`config.mk`:
```
export PLATFORM = sky130hd
export DESIGN_NAME = pov_column_timer_flat
export DESIGN_NICKNAME = d
export VERILOG_FILES = /design/src/rtl/pov_column_timer_if.sv /design/src/rtl/pov_column_timer.sv /design/src/flat_wrapper.sv
export SDC_FILE = /design/constraint.sdc
export NUM_CORES = 1
export LEC_CHECK = 0
export ABC_AREA = 0
export BUFFER_PORTS_ARGS = -buffer_cell sky130_fd_sc_hd__buf_2
export CAP_MARGIN = 20
export CORE_ASPECT_RATIO = 0.6
export CORE_MARGIN = 4
export CORE_UTILIZATION = 45
export CTS_CLUSTER_SIZE = 12
export DETAILED_ROUTE_END_ITERATION = 16
export HOLD_SLACK_MARGIN = 0.15
export PLACE_DENSITY_LB_ADDON = 0.3
export SYNTH_ARGS = -nofsm -noshare
export SYNTH_HDL_FRONTEND = slang
export SYNTH_SLANG_ARGS = --single-unit
```
`constraint.sdc`:
```
create_clock -name sys_clk -period 5.72 [get_ports sys_clk]
set_input_delay 0.572 -clock sys_clk [delete_from_list [all_inputs] [get_ports sys_clk]]
set_output_delay 0.572 -clock sys_clk [all_outputs]
set_load 0.005 [all_outputs]
```
`src/rtl/pov_column_timer_if.sv`:
```
// Bundles the encoder index input and the column-strobe outputs of pov_column_timer.
// The slave modport is the timer; the master modport is its environment.
interface pov_column_timer_if #(
    parameter int unsigned COL_LOG2 = 6,
    parameter int unsigned PERIOD_W = 26
);
    logic                index_in;
    logic                write_data;
    logic [COL_LOG2-1:0] column_idx;
    logic [PERIOD_W-1:0] rev_period;
    logic                period_valid;
    logic                short_rev;

    modport slave (
        input  index_in,
        output write_data,
        output column_idx,
        output rev_period,
        output period_valid,
        output short_rev
    );

    modport master (
        output index_in,
        input  write_data,
        input  column_idx,
        input  rev_period,
        input  period_valid,
        input  short_rev
    );
endinterface

```
`src/rtl/pov_column_timer.sv`:
```
// Measures the rotor period from the encoder index and emits one column strobe per
// 1/2**COL_LOG2 of a revolution, phase-locked to the index.
module pov_column_timer #(
    parameter int unsigned COL_LOG2   = 6,
    parameter int unsigned PERIOD_W   = 26,
    parameter int unsigned MIN_PERIOD = 100000
) (
    input logic               sys_clk,
    input logic               rst_n,
    pov_column_timer_if.slave bus
);
    localparam int unsigned         NumCols   = 2 ** COL_LOG2;
    localparam logic [PERIOD_W-1:0] PcntMax   = '1;
    localparam logic [PERIOD_W-1:0] MinPeriod = PERIOD_W'(MIN_PERIOD);
    localparam logic [COL_LOG2:0]   EmitFull  = (COL_LOG2 + 1)'(NumCols);

    typedef enum logic [1:0] {StIdle, StAcquire, StRun} state_e;

    state_e              r_state, w_state_d;
    logic                r_sync1, r_sync2, r_sync3;
    logic [PERIOD_W-1:0] r_pcnt, r_slot_len, r_scnt, r_rev_period;
    logic [COL_LOG2:0]   r_emitted;
    logic [COL_LOG2-1:0] r_column_idx;
    logic                r_write_data, r_short_rev;

    logic                w_idx_edge, w_accept, w_timeout, w_slot_exp, w_latch;
    logic [PERIOD_W-1:0] w_period, w_scnt_d;
    logic [COL_LOG2:0]   w_emitted_d;
    logic [COL_LOG2-1:0] w_column_d;
    logic                w_write_d, w_short_d;

    assign w_idx_edge = r_sync2 & ~r_sync3;
    assign w_accept   = w_idx_edge && ((r_state == StIdle) || (r_pcnt >= MinPeriod));
    assign w_timeout  = (r_pcnt == PcntMax);
    // pcnt restarts at 0 on the accepting cycle, so the elapsed length is pcnt + 1
    assign w_period   = w_timeout ? PcntMax : r_pcnt + PERIOD_W'(1);
    assign w_slot_exp = (r_scnt == r_slot_len - PERIOD_W'(1)) && (r_emitted < EmitFull);

    always_ff @(posedge sys_clk or negedge rst_n) begin
        if (!rst_n) begin
            r_state <= StIdle;
        end else begin
            r_state <= w_state_d;
        end
    end

    always_comb begin
        w_state_d = r_state;
        if (w_accept) begin
            w_state_d = (r_state == StIdle) ? StAcquire : StRun;
        end else if (w_timeout) begin
            w_state_d = StIdle;
        end
    end

    always_comb begin
        w_write_d   = 1'b0;
        w_short_d   = 1'b0;
        w_latch     = 1'b0;
        w_column_d  = r_column_idx;
        w_scnt_d    = r_scnt;
        w_emitted_d = r_emitted;
        unique case (r_state)
            StIdle: begin
                w_column_d = '0;
            end
            StAcquire, StRun: begin
                if (w_accept) begin
                    w_latch     = 1'b1;
                    w_write_d   = 1'b1;
                    w_short_d   = (r_state == StRun) && (r_emitted < EmitFull);
                    w_column_d  = '0;
                    w_scnt_d    = '0;
                    w_emitted_d = (COL_LOG2 + 1)'(1);
                end else if (w_timeout) begin
                    w_column_d = '0;
                end else if (r_state == StRun) begin
                    if (w_slot_exp) begin
                        w_write_d   = 1'b1;
                        w_column_d  = r_column_idx + COL_LOG2'(1);
                        w_emitted_d = r_emitted + (COL_LOG2 + 1)'(1);
                        w_scnt_d    = '0;
                    end else begin
                        w_scnt_d = r_scnt + PERIOD_W'(1);
                    end
                end
            end
            default: begin
                w_column_d = '0;
            end
        endcase
    end

    always_ff @(posedge sys_clk or negedge rst_n) begin
        if (!rst_n) begin
            r_sync1      <= 1'b0;
            r_sync2      <= 1'b0;
            r_sync3      <= 1'b0;
            r_pcnt       <= '0;
            r_slot_len   <= '0;
            r_scnt       <= '0;
            r_rev_period <= '0;
            r_emitted    <= '0;
            r_column_idx <= '0;
            r_write_data <= 1'b0;
            r_short_rev  <= 1'b0;
        end else begin
            r_sync1      <= bus.index_in;
            r_sync2      <= r_sync1;
            r_sync3      <= r_sync2;
            if (w_accept) begin
                r_pcnt <= '0;
            end else if (!w_timeout) begin
                r_pcnt <= r_pcnt + PERIOD_W'(1);
            end
            if (w_latch) begin
                r_rev_period <= w_period;
                r_slot_len   <= w_period >> COL_LOG2;
            end
            r_scnt       <= w_scnt_d;
            r_emitted    <= w_emitted_d;
            r_column_idx <= w_column_d;
            r_write_data <= w_write_d;
            r_short_rev  <= w_short_d;
        end
    end

    assign bus.write_data   = r_write_data;
    assign bus.column_idx   = r_column_idx;
    assign bus.rev_period   = r_rev_period;
    assign bus.period_valid = (r_state == StRun);
    assign bus.short_rev    = r_short_rev;
endmodule

```
`src/flat_wrapper.sv`:
```
// flat-port wrapper written by rule: the top's interface ports become plain ports
module pov_column_timer_flat 
#(
    parameter int unsigned COL_LOG2   = 6,
    parameter int unsigned PERIOD_W   = 26,
    parameter int unsigned MIN_PERIOD = 100000
)
  (sys_clk, rst_n, bus_index_in, bus_write_data, bus_column_idx, bus_rev_period, bus_period_valid, bus_short_rev);
  pov_column_timer_if #(.COL_LOG2(COL_LOG2), .PERIOD_W(PERIOD_W)) bus_i ();
  input logic sys_clk;
  input logic rst_n;
  input wire logic [$bits(bus_i.index_in)-1:0] bus_index_in;
  output wire logic [$bits(bus_i.write_data)-1:0] bus_write_data;
  output wire logic [$bits(bus_i.column_idx)-1:0] bus_column_idx;
  output wire logic [$bits(bus_i.rev_period)-1:0] bus_rev_period;
  output wire logic [$bits(bus_i.period_valid)-1:0] bus_period_valid;
  output wire logic [$bits(bus_i.short_rev)-1:0] bus_short_rev;
  assign bus_i.index_in = bus_index_in;
  assign bus_write_data = bus_i.write_data;
  assign bus_column_idx = bus_i.column_idx;
  assign bus_rev_period = bus_i.rev_period;
  assign bus_period_valid = bus_i.period_valid;
  assign bus_short_rev = bus_i.short_rev;
  pov_column_timer #(.COL_LOG2(COL_LOG2), .PERIOD_W(PERIOD_W), .MIN_PERIOD(MIN_PERIOD)) u_core (.sys_clk(sys_clk), .rst_n(rst_n), .bus(bus_i));
endmodule
```
==> impl_results.md, run 1 <==
- Run status: completed
- EDFF count, synth: 0
- Vias in the first global route: approximately 4500
- Highest clock rate: between 0.2 and 0.3 GHz
- Placeable Area: between 10000 and 15000 µm²
- Detailed placement HPWL: 10.8 mm
- Max Used Layer: met4
- Vias: between 4000 and 5000
- Post-CTS Setup Inserts: 0
- Crit. End Element: register
- Routed length on met3: 1.19 mm
- Row count: 31
- Final setup viols: 0
- Period Utilization, post-route: roughly two thirds
- Syn_area_per_cell: ~8.8 µm²
- CTS tree: done
- # DRC: 0
- Max Cap Viol: 0
- Critical Path Source Type: register
- Fin crit period: 3.89 ns
- CP Class: reg -> reg
- Clock latency on the worst-skew pair: 0.35 ns
- Clock Pin Slew Worst Setup and Hold Paths: 0.08 ns
- Setup TNS: 0 ns
- Total global routing overflow: 0
- Ys flop type: dfrtp_1
- GRT Overall Usage: roughly a fifth
- Post-synth top area share: around 44%
- Vias/cell: just under 6
- PwrDens: ~360 nW/µm²
- CTS H-tree depth: 3
- Post-synthesis sequential area ratio: ~44%
- Met2 Wirelength: between 5 and 6 mm
- Number of CTS-inserted buffers: 9
- Critical Path RT: ~6 ns
- Placed cell area: around 5900 µm²
- Die Width: ~150 µm
- Metal-1 WL: about 7.7 mm
- Syn Nets: about 650
- I/O Buffers: 37
- Synth Cell Area: between 5000 and 6000 µm²
- Post-synth top area cell: dfrtp_1
- Ports: 38
- GPL Wtd Cong: 0.896
- Fin. Hold Viols: 0
- Finished Cell Area: just over 6000 µm²
- Antenna diodes: 0
- Clock Skew: between 0.01 and 0.015 ns
- CTS Root Buffer Type: clkbuf_16
- Global-route wire length before repair: 24.5 mm
- Post-cts sizing count: 0
- Area contributors post-synth: dfrtp_1 (44%), xnor2_1 (7.0%), nor2_1 (7.0%)
- Seq cells post-synth: 98
- Fraction of layout cells with a size suffix above 1: 11.1%
- Initial antenna violation count: 0
- Die Y: between 90 and 100 µm
- Starting DRT DRC Count: between 400 and 500
- Async SR Flop Fraction: 100%
- CTS sink cnt: just under 100
- CTS max path bufs: 2
- Synth Instances: between 600 and 700
- Ys Warns: 0
- CTS Hold Buffers Added: 0
- Final Max Tran Viols: 0
- Count of different cell masters after synthesis: 64
- DIE AREA: 14400 µm²
- Initial Util: between 40 and 50%
- Worst min path class: in -> async
- Drt total wl: 14.8 mm
- Worst slew margin: roughly 41%
- Final #Nets: around 670
- Synth-to-Final Area Change: 11.1%
- Largest net degree at the start of global routing: 63
- RSZ-0062 raised after global routing: false
- Leak pwr: about 0.0027 µW
- Arrival time worst endpoint: ~4.2 ns
- Post-DRT Antenna Nets: 0
- Worst-margin pin slew: between 0.8 and 0.9 ns
- Worst vdd ir: ~0.00021 V
- Crit Path Max Fanout: 8
- DR pass1 iterations: 6
- Routed WL per cell: roughly 18 µm
## synthesized netlist by cell type, drive strengths merged, types with 2 or more instances
cell / count
mux2: 2
o311a: 3
xor2: 22
buf: 11
nor3b: 3
o211ai: 3
nor2: 104
nand2: 63
dfrtp: 98
o31a: 2
o211a: 3
inv: 21
and2: 8
or4: 8
nor4b: 2
nand4: 13
o21a: 2
ha: 9
a31oi: 5
nor3: 20
and4: 6
o21bai: 3
or3b: 2
o31ai: 3
nor2b: 3
o41ai: 2
a21oi: 15
and3: 11
or3: 6
o21ai: 34
nor4: 16
clkbuf: 19
xnor2: 45
nand2b: 4
nand4b: 3
nand3: 43
a32oi: 2
a211oi: 3
a21o: 2
## cells in the final DEF (no fill, tap or decap), types with 4 or more instances in the layout
master | netlist | routed
a21oi_1 | 15 | 15
and2_1 | 8 | 8
ha_1 | 9 | 9
nand2_1 | 63 | 63
xnor2_1 | 45 | 45
xor2_1 | 22 | 22
nand2b_1 | 4 | 4
inv_1 | 21 | 21
a31oi_1 | 5 | 5
and4_1 | 6 | 6
nor2_1 | 104 | 104
nand3_1 | 43 | 43
buf_4 | 3 | 6
or3_1 | 6 | 6
o21ai_0 | 33 | 33
buf_2 | 1 | 36
nor3_1 | 20 | 20
nor4_1 | 13 | 13
and3_1 | 10 | 10
or4_1 | 6 | 6
clkbuf_16 | 0 | 9
dfrtp_1 | 98 | 98
nand4_1 | 13 | 13
## critical path, cell delays in order, from the launching register on
cell      delay (ns)
dfrtp_1         0.46
inv_1           0.10
ha_1            0.20
nor3b_1         0.69
and3_1          0.27
o211ai_1        0.10
nor4_1          0.55
nand4_1         0.23
or4_4           0.54
or4b_1          0.49
a21oi_1         0.18
## per-stage QoR
stage	power, µW	setup slack [ns]	hold WS [ns]	utilization (%)	instances
final	2240	1.83	0.180	51.5	831
after global routing	2370	1.57	0.216	51.5	831
after CTS	2240	1.43	0.193	51.4	830
after detailed placement	1550	1.46	0.343	48.6	814
after global placement	1530	1.67	0.332	48.6	814
after floorplan	1360	2.42	0.276	-	637
## routing by layer
| metal | vias up | global-route usage, % |
|---|---|---|
| li1 | 2264 | - |
| met1 | 2352 | 33.1 |
| met4 | 0 | 3.96 |
| met3 | 18 | 5.31 |
| met2 | 186 | 29.4 |
| met5 | - | 0 |
## logic make-up (layout without fill, tap and decap cells)
group	count (synthesis)	count (layout)	synth area share, %
AND/OR/NAND/NOR	319	319	28.5
flip-flops	98	98	43.7
XOR/XNOR	67	67	10.5
AO/OA/AOI/OAI	89	89	10.4
adder cells (fa/ha/maj)	9	9	2.01
multiplexers	3	3	0.580
buffers and inverters	52	81	4.26
## area by class of cell
| class | instances | area (µm²) |
|---|---|---|
| fillers | 1119 | 5870 |
| multi-input cells | 487 | 2920 |
| flip-flops and latches | 98 | 2450 |
| repair buffers | 43 | 240 |
| clock buffers | 10 | 239 |
| well taps | 165 | 206 |
| clock inverters | 6 | 95.1 |
| inverters | 22 | 82.6 |
## power breakdown
part / switching, µW / internal (µW) / total, µW
Combinational: 433 / 250 / 682
Clock: 280 / 401 / 681
Sequential: 107 / 768 / 875
Total: 820 / 1420 / 2240
## path summary, 6_finish.rpt
| kind | startpoint | endpoint | slack, ns | cells after the start |
|---|---|---|---|---|
| setup / recovery | u_core.bus.rev_period[6] | u_core.bus.column_idx[5] | 1.83 | 10 |
| hold / removal | rst_n | u_core.bus.rev_period[4] | 0.18 | 1 |
| setup reg to reg | u_core.bus.rev_period[6] | u_core.bus.column_idx[5] | 1.83 | 10 |
| hold reg to reg | u_core.r_sync1 | u_core.r_sync2 | 0.36 | 0 |
| max in group asynchronous | rst_n | u_core.bus.rev_period[24] | 4.37 | 2 |
| min in group sys_clk | bus_index_in | u_core.r_sync1 | 0.33 | 1 |
## flip-flops by register name, summed over array words and instances, names as in the netlist
name / flops
u_core.bus.write_data: 1
u_core.r_scnt: 26
u_core.r_emitted: 7
u_core.bus.short_rev: 1
u_core.bus.rev_period: 26
u_core.r_pcnt: 26
u_core.bus.column_idx: 6
u_core.r_sync1: 1
u_core.r_state: 2
u_core.r_sync3: 1
u_core.r_sync2: 1
(Power assumes the default switching activity.)
==> inputs of run 2 (changes only) <==
- clock period: 5.72 -> 3.2 ns (I/O delays scaled with it)
==> impl_results.md, run 2 (same netlist as run 1, synthesis figures left out) <==
- Critical Path RT: 3.42 ns (-2.57 ns)
- Filler cells: 1089 (-2.7%)
- WP depth: 7 (-3)
- Final critical-path setup slack: -0.147 ns (-1.98 ns)
- Leak pwr: 0.00306 µW (+12%)
- CTS Root Buffer Type: clkbuf_16
- Critical Path Source Type: register
- CTS sink cnt: 98 (unchanged)
- Starting DRT DRC Count: 416 (+0.73%)
- Cell mode on critical path: or4_4
- Commonest non-fill, non-tap cell in the layout: dfrtp_1
- Failing checks: negative setup slack
- Drt total wl: 16.1 mm (+8.6%)
- Clock latency on the worst-skew pair: 0.35 ns (about the same)
- Detailed placement HPWL: 11.6 mm (+7.7%)
- Die Y: 94.5 µm (unchanged)
- Reg-to-reg endpoint: u_core.bus.column_idx[5]
- I/O Buffers: 37 (unchanged)
- CTS H-tree depth: 3 (unchanged)
- Sequential Area: 2450 µm² (+0.10%)
- PwrDens: 628 nW/µm² (+75%)
- Sequential share of power: 35.6% (-3.5 points)
- Initial antenna violation count: 0 (unchanged)
- Logic pwr share: 37.0% (+6.5 points)
- CTS max path bufs: 2 (unchanged)
- WHS: 0.343 ns (+0.163 ns)
- GRT Overall Usage: 22.6% (+1.4 points)
- Max incr delay on CP: 0.60 ns (-0.09 ns)
- Post-DRT Antenna Nets: 0 (unchanged)
- Beginning of the critical path: u_core.bus.rev_period[8]
- RSZ-0062 raised after global routing: true
- Flop-to-flop setup slack: -0.15 ns (-1.98 ns)
- Switching share of power: 36.5% (-0.13 points)
- Clock Skew: 0.0109 ns (-0.00111 ns)
- Fraction of layout cells with a size suffix above 1: 21.4% (+10 points)
- Arrival time worst endpoint: 3.57 ns (-0.59 ns)
- Vias/cell: 5.76 (-0.72%)
- Period Utilization, post-route: 105% (+37 points)
- Routed WL per cell: 18.1 µm (+1.4%)
- Synth-to-Final Area Change: 22.5%
- Worst r2r path cells: 7 (-3)
- Fin crit period: 3.35 ns (-0.542 ns)
- Internal power: 2740 µW (+93%)
- Row count: 31 (unchanged)
- Critical path endpoint: u_core.bus.column_idx[5]
- CTS tree: done
- Final #Nets: 733 (+8.9%)
- Worst slack at placement: -0.273 ns (-1.74 ns)
- Global-route wire length before repair: 26.1 mm (+6.6%)
- Worst vdd ir: 0.000342 V (+65%)
- CP Class: reg -> reg
- Placeable Area: 12100 µm² (unchanged)
- Crit Path Max Fanout: 8 (unchanged)
- GPL Wtd Cong: 0.913 (+1.8%)
- Total global routing overflow: 0 (unchanged)
- Final setup viols: 28 (+28)
- Initial Util: 46.3% (unchanged)
- Vias: 5125 (+6.3%)
- Critical path cell sequence: or4_4 > o31a_1 > or4_1 > o211a_4 > or4_4 > o41ai_1 > a21oi_2
- Max Cap Viol: 0 (unchanged)
- Reg2reg start: u_core.bus.rev_period[8]
- Buffer and inverter count on the worst path: 0 (-1)
- Worst slew margin: 46.1% (+4.6 points)
- Multi-input gate area: 3070 µm² (+5.5%)
- Sw power: 1580 µW (+92%)
- Crit. End Element: register
- CP top delay family: simple AND/OR/NAND/NOR gates
- Worst-margin pin slew: 0.805 ns (-0.0727 ns)
- DIE AREA: 14400 µm² (unchanged)
- Highest clock rate: 0.299 GHz (+16%)
- DR pass1 iterations: 5 (-1)
- Final Max Tran Viols: 0 (unchanged)
- Slowest cell on the critical path: or4_4
- Number of CTS-inserted buffers: 9 (unchanged)
- Worst min path class: reg -> reg
- Ports: 38 (unchanged)
- # DRC: 0 (unchanged)
- Die Width: 152 µm (unchanged)
- Fin. Hold Viols: 0 (unchanged)
- Layout Utilization: 56.8% (+5.3 points)
- Vias in the first global route: 4978 (+9.8%)
- Most frequent cells in the layout: dfrtp_1 (96), nor2_1 (95), nand2_1 (63), buf_4 (59), xnor2_1 (44)
- Run status: finished with violations
- Largest net degree at the start of global routing: 62 (-1.6%)
- Clock Pin Slew Worst Setup and Hold Paths: 0.07 ns (about the same)
- Antenna diodes: 0 (unchanged)
- Clock Power Share: 27.4% (-3.0 points)
-- run 2: changes by cell type in the layout (fill, tap and decap cells not counted), moves of 2 or more --
cell	previous run	this run
buf_4	6	59
dfrtp_1	98	96
dfrtp_2	0	2
nor3_1	20	18
dlygate4sd3_1	0	2
nor2_2	0	6
nor2_4	0	3
nor4_4	2	5
nor4_2	1	3
buf_6	0	4
nor2_1	104	95
nor4_1	13	8
inv_6	3	0
-- run 2: through the flow --
stage / power, µW / TNS, ns / cell area, µm² / std cells
CTS: 4210 / -0.00944 / 6700 / 884
finish: 4320 / -1.90 / 6870 / 890
floorplan: 2440 / -1.94 / 5610 / 637
global route: 4550 / -4.11 / 6870 / 890
global placement: 2930 / -3.74 / 6250 / 861
detailed placement: 2980 / -7.37 / 6250 / 861
-- run 2: area by class of cell --
cell class	instances	area share (%)
clock inverters	4	1.11
multi-input cells	487	44.7
repair buffers	103	10.7
clock buffers	11	3.53
inverters	22	1.20
flip-flops and latches	98	35.7
well taps	165	3.00
-- run 2: power groups by stage --
stage	clock [µW]	combinational, µW	sequential, µW
floorplan	0	928	1510
global placement	0	1380	1540
detailed placement	0	1430	1550
CTS	1190	1490	1530
global route	1250	1750	1550
finish	1180	1600	1540
-- run 2: worst min path at each step --
| stage | start | to | slack [ns] | cells after the start |
|---|---|---|---|---|
| floorplan | rst_n | u_core.bus.column_idx[0] | 0.02 | 0 |
| global placement | u_core.r_sync1 | u_core.r_sync2 | 0.34 | 0 |
| detailed placement | u_core.r_sync1 | u_core.r_sync2 | 0.34 | 0 |
| CTS | u_core.r_sync1 | u_core.r_sync2 | 0.35 | 0 |
| global route | u_core.r_sync1 | u_core.r_sync2 | 0.36 | 0 |
| finish | u_core.r_sync1 | u_core.r_sync2 | 0.34 | 0 |
-- run 2: repair_timing --
action / CTS / global route
hold endpoints to repair: 60 / 0
endpoints found under the setup margin: 37 / 38
buffers inserted: 6 / 4
pin swaps: 5 / 11
resized for setup: 13 / 25
hold buffers: 2 / 0
cloned: 0 / 2
-- run 2: layer usage --
layer / part of all wire [%] / vias up / GRT usage, %
met3: 7.1 / 13 / 4.76
met5: 0 / - / 0
met2: 42 / 180 / 33.1
met4: 0.66 / 0 / 4.11
met1: 51 / 2544 / 34.6
li1: - / 2388 / -
==> inputs of run 3 (changes only) <==
- ABC_AREA: 0 -> 1
- CORE_ASPECT_RATIO: 0.6 -> unset
==> impl_results.md, run 3 <==
- Routed WL per cell: 14.5 µm (-20%)
- Synth Area in Adders: 1.77% (-0.23 points)
- Global-route wire length before repair: 28.3 mm (+8.2%)
- Seq cells post-synth: 98 (unchanged)
- Syn Nets: 930 (+43%)
- Post-synth top area share: 38.7% (-5.1 points)
- Final Non-Filler Cells: 1140 (+28%)
- Die Width: 127 µm (-17%)
- Leak pwr: 0.00376 µW (+23%)
- Row count: 43 (+39%)
- DIE AREA: 16100 µm² (+12%)
- Critical Path Source Type: register
- Crit Path Max Fanout: 31 (+23)
- Ports: 38 (unchanged)
- # DRC: 0 (unchanged)
- Placed cells: 1122 (+30%)
- Top cells by count, synth: nand2_1 (268), nor2_1 (142), inv_1 (100)
- Post-CTS Setup Inserts: 0 (-6)
- Multi-input gate area: 3380 µm² (+9.8%)
- Internal power: 2190 µW (-20%)
- Max incr delay on CP: 0.41 ns (-0.19 ns)
- Ys flop type: dfrtp_1
- Final #Nets: 967 (+32%)
- Fin crit period: 2.59 ns (-0.753 ns)
- Initial Util: 45.9% (-0.44 points)
- Slowest cell on the critical path: dfrtp_1
- Vias in the first global route: 5622 (+13%)
- Simple-gate area share of the yosys netlist: 41.1% (+13 points)
- CTS max path bufs: 2 (unchanged)
- Critical path cell sequence: ha_1 > nand3_2 > nor2_4 > nand4_1 > nor2_1 > nand4_1 > nand3_1 > nand2_2 > buf_4 > nand4_1 > nand2_1
- Post-synthesis sequential area ratio: 38.7% (-5.1 points)
- Antenna diodes: 0 (unchanged)
- EDFF count, synth: 0 (unchanged)
- GPL Wtd Cong: 0.925 (+1.4%)
- Initial antenna violation count: 0 (unchanged)
- CP Class: reg -> reg
- Clock Pin Slew Worst Setup and Hold Paths: 0.07 ns (about the same)
- Number of CTS-inserted buffers: 9 (unchanged)
- Syn_area_per_cell: 6.91 µm² (-21%)
- Total global routing overflow: 0 (unchanged)
- CTS sink cnt: 98 (unchanged)
- Layout Utilization: 50.7% (-6.0 points)
- Arrival time worst endpoint: 2.83 ns (-0.74 ns)
- GR Util met1: 32.3% (-2.2 points)
- Post-synth top area cell: dfrtp_1
- GRT Overall Usage: 21.7% (-0.85 points)
- Worst min path class: reg -> reg
- Largest family of logic cells by synthesized area: simple AND/OR/NAND/NOR gates
- CTS H-tree depth: 3 (unchanged)
- Period Utilization, post-route: 81.0% (-24 points)
- Final Max Tran Viols: 0 (unchanged)
- Reg2reg start: u_core.r_pcnt[0]
- Worst-margin pin slew: 0.585 ns (-0.220 ns)
- Async SR Flop Fraction: 100% (unchanged)
- Final setup viols: 0 (-100%)
- Critical Path RT: 3.44 ns (+0.02 ns)
- Cell mode on critical path: nand4_1
- Clock Skew: 0.0125 ns (+0.00161 ns)
- Min-delay src: u_core.r_sync1
- Global route hottest layer: met1
- Post-DRT Antenna Nets: 0 (unchanged)
- CTS Root Buffer Type: clkbuf_16
- Placeable Area: 13800 µm² (+14%)
- Filler cells: 1373 (+26%)
- Most frequent cells in the layout: nand2_1 (268), nor2_1 (142), inv_1 (100), dfrtp_1 (98), nand3_1 (84)
- Reg-to-reg endpoint: u_core.r_emitted[6]
- Synth-to-Final Area Change: 10.6%
- I/O Buffers: 37 (unchanged)
- Detailed placement HPWL: 12.2 mm (+5.2%)
- Compound-Gate Fraction of Synth Area: 4.42% (-6.0 points)
- Synth Cell Area: 6340 µm² (+13%)
- Fin. Hold Viols: 0 (unchanged)
- Met3 Use GR: 2.82% (-1.9 points)
- Clock latency on the worst-skew pair: 0.36 ns (about the same)
- Largest net degree at the start of global routing: 99 (+60%)
- CTS tree: done
- Flop-to-flop setup slack: 0.61 ns (+0.75 ns)
- Vias/cell: 5.22 (-9.4%)
- Drt total wl: 16.6 mm (+2.6%)
- GRT met2 Usage: 32.2% (-0.93 points)
- Post-cts sizing count: 0 (-13)
- Max Cap Viol: 0 (unchanged)
- Starting DRT DRC Count: 485 (+17%)
- Die Y: 127 µm (+34%)
- Fraction of layout cells with a size suffix above 1: 10.1% (-11 points)
- Worst slew margin: 60.8% (+15 points)
- Post-synthesis mux area share: 0% (-0.58 points)
- CTS Hold Buffers Added: 2 (unchanged)
- Commonest non-fill, non-tap cell in the layout: nand2_1
- Area contributors post-synth: dfrtp_1 (39%), nand2_1 (16%), nor2_1 (8.4%)
- DR pass1 iterations: 5 (unchanged)
- Sequential Area: 2450 µm² (-0.10%)
- Logic pwr share: 26.4% (-11 points)
- Sequential share of power: 43.0% (+7.4 points)
- RSZ-0062 raised after global routing: false
- Synth Instances: 918 (+44%)
- WHS Endpoint: u_core.r_sync2
- Ys Warns: 0 (unchanged)
- Clock Power Share: 30.6% (+3.2 points)
- Count of different cell masters after synthesis: 38 (-41%)
- Run status: completed
- PwrDens: 487 nW/µm² (-23%)
- Worst r2r path cells: 11 (+4)
- Switching share of power: 35.9% (-0.56 points)
- Synth Area in XOR/XNOR: 5.92% (-4.6 points)
- Crit. End Element: register
- Hold path cells: 0 (unchanged)
- Setup TNS: 0 ns (+1.90 ns)
- Tot Pwr: 3410 µW (-21%)
- Worst vdd ir: 0.000281 V (-18%)
- Vias: 5949 (+16%)
- Most common cell in the synthesized netlist: nand2_1
- Sw power: 1230 µW (-22%)
- Highest clock rate: 0.386 GHz (+29%)
[run 3: kinds of logic (layout without fill, tap and decap cells)]
family,Yosys count,after routing
flops,98,98
compound gates,51,51
fa+ha+maj,9,9
xor+xnor,42,42
buf+inv,127,169
simple gates,591,591
[run 3: routing by layer]
layer,wire [µm],vias up,share of wire [%]
li1,-,2988,-
met1,8350,2789,50
met2,7070,147,43
met4,375,0,2.3
met5,0,-,0
met3,753,25,4.5
[run 3: metrics by stage]
step | hold WS, ns | instance area, µm² | setup slack, ns
2_1_floorplan | 0.0244 | 6340 | 1.15
6_report | 0.354 | 7010 | 0.607
5_1_grt | 0.359 | 7010 | 0.291
4_1_cts | 0.357 | 7010 | 0.619
3_5_place_dp | 0.339 | 6710 | 0.639
3_3_place_gp | 0.335 | 6710 | 0.658
[run 3: worst max-delay path by stage]
stage                                         from                  endpoint
after floorplan           u_core.bus.rev_period[6]       u_core.r_emitted[1]
after global placement    u_core.bus.rev_period[6]  u_core.bus.column_idx[1]
after detailed placement          u_core.r_pcnt[0]       u_core.r_emitted[1]
after CTS                         u_core.r_pcnt[0]       u_core.r_emitted[6]
after global routing      u_core.bus.rev_period[6]          u_core.r_scnt[7]
final                             u_core.r_pcnt[0]       u_core.r_emitted[6]
[run 3: worst max-delay path, delay by kind of cell (launching register included)]
kind | cells | cell delay [ns]
and+or+nand+nor | 9 | 1.56
DFF | 1 | 0.41
buffers and inverters | 1 | 0.29
adders and majority gates | 1 | 0.23
[run 3: final cells by class]
cell class,instances,area share [%]
multi-input combinational,693,48.1
sequential,98,35.0
inverter,106,5.71
timing repair buffer,47,4.00
clock buffer,11,3.46
tap,180,3.21
clock inverter,5,0.535
[run 3: power by group through the flow]
stage / clock network [µW] / logic, µW / registers, µW
6_report: 1050 / 900 / 1470
4_1_cts: 1070 / 902 / 1470
3_5_place_dp: 0 / 896 / 1490
2_1_floorplan: 0 / 640 / 1470
3_3_place_gp: 0 / 884 / 1480
5_1_grt: 1110 / 1020 / 1480
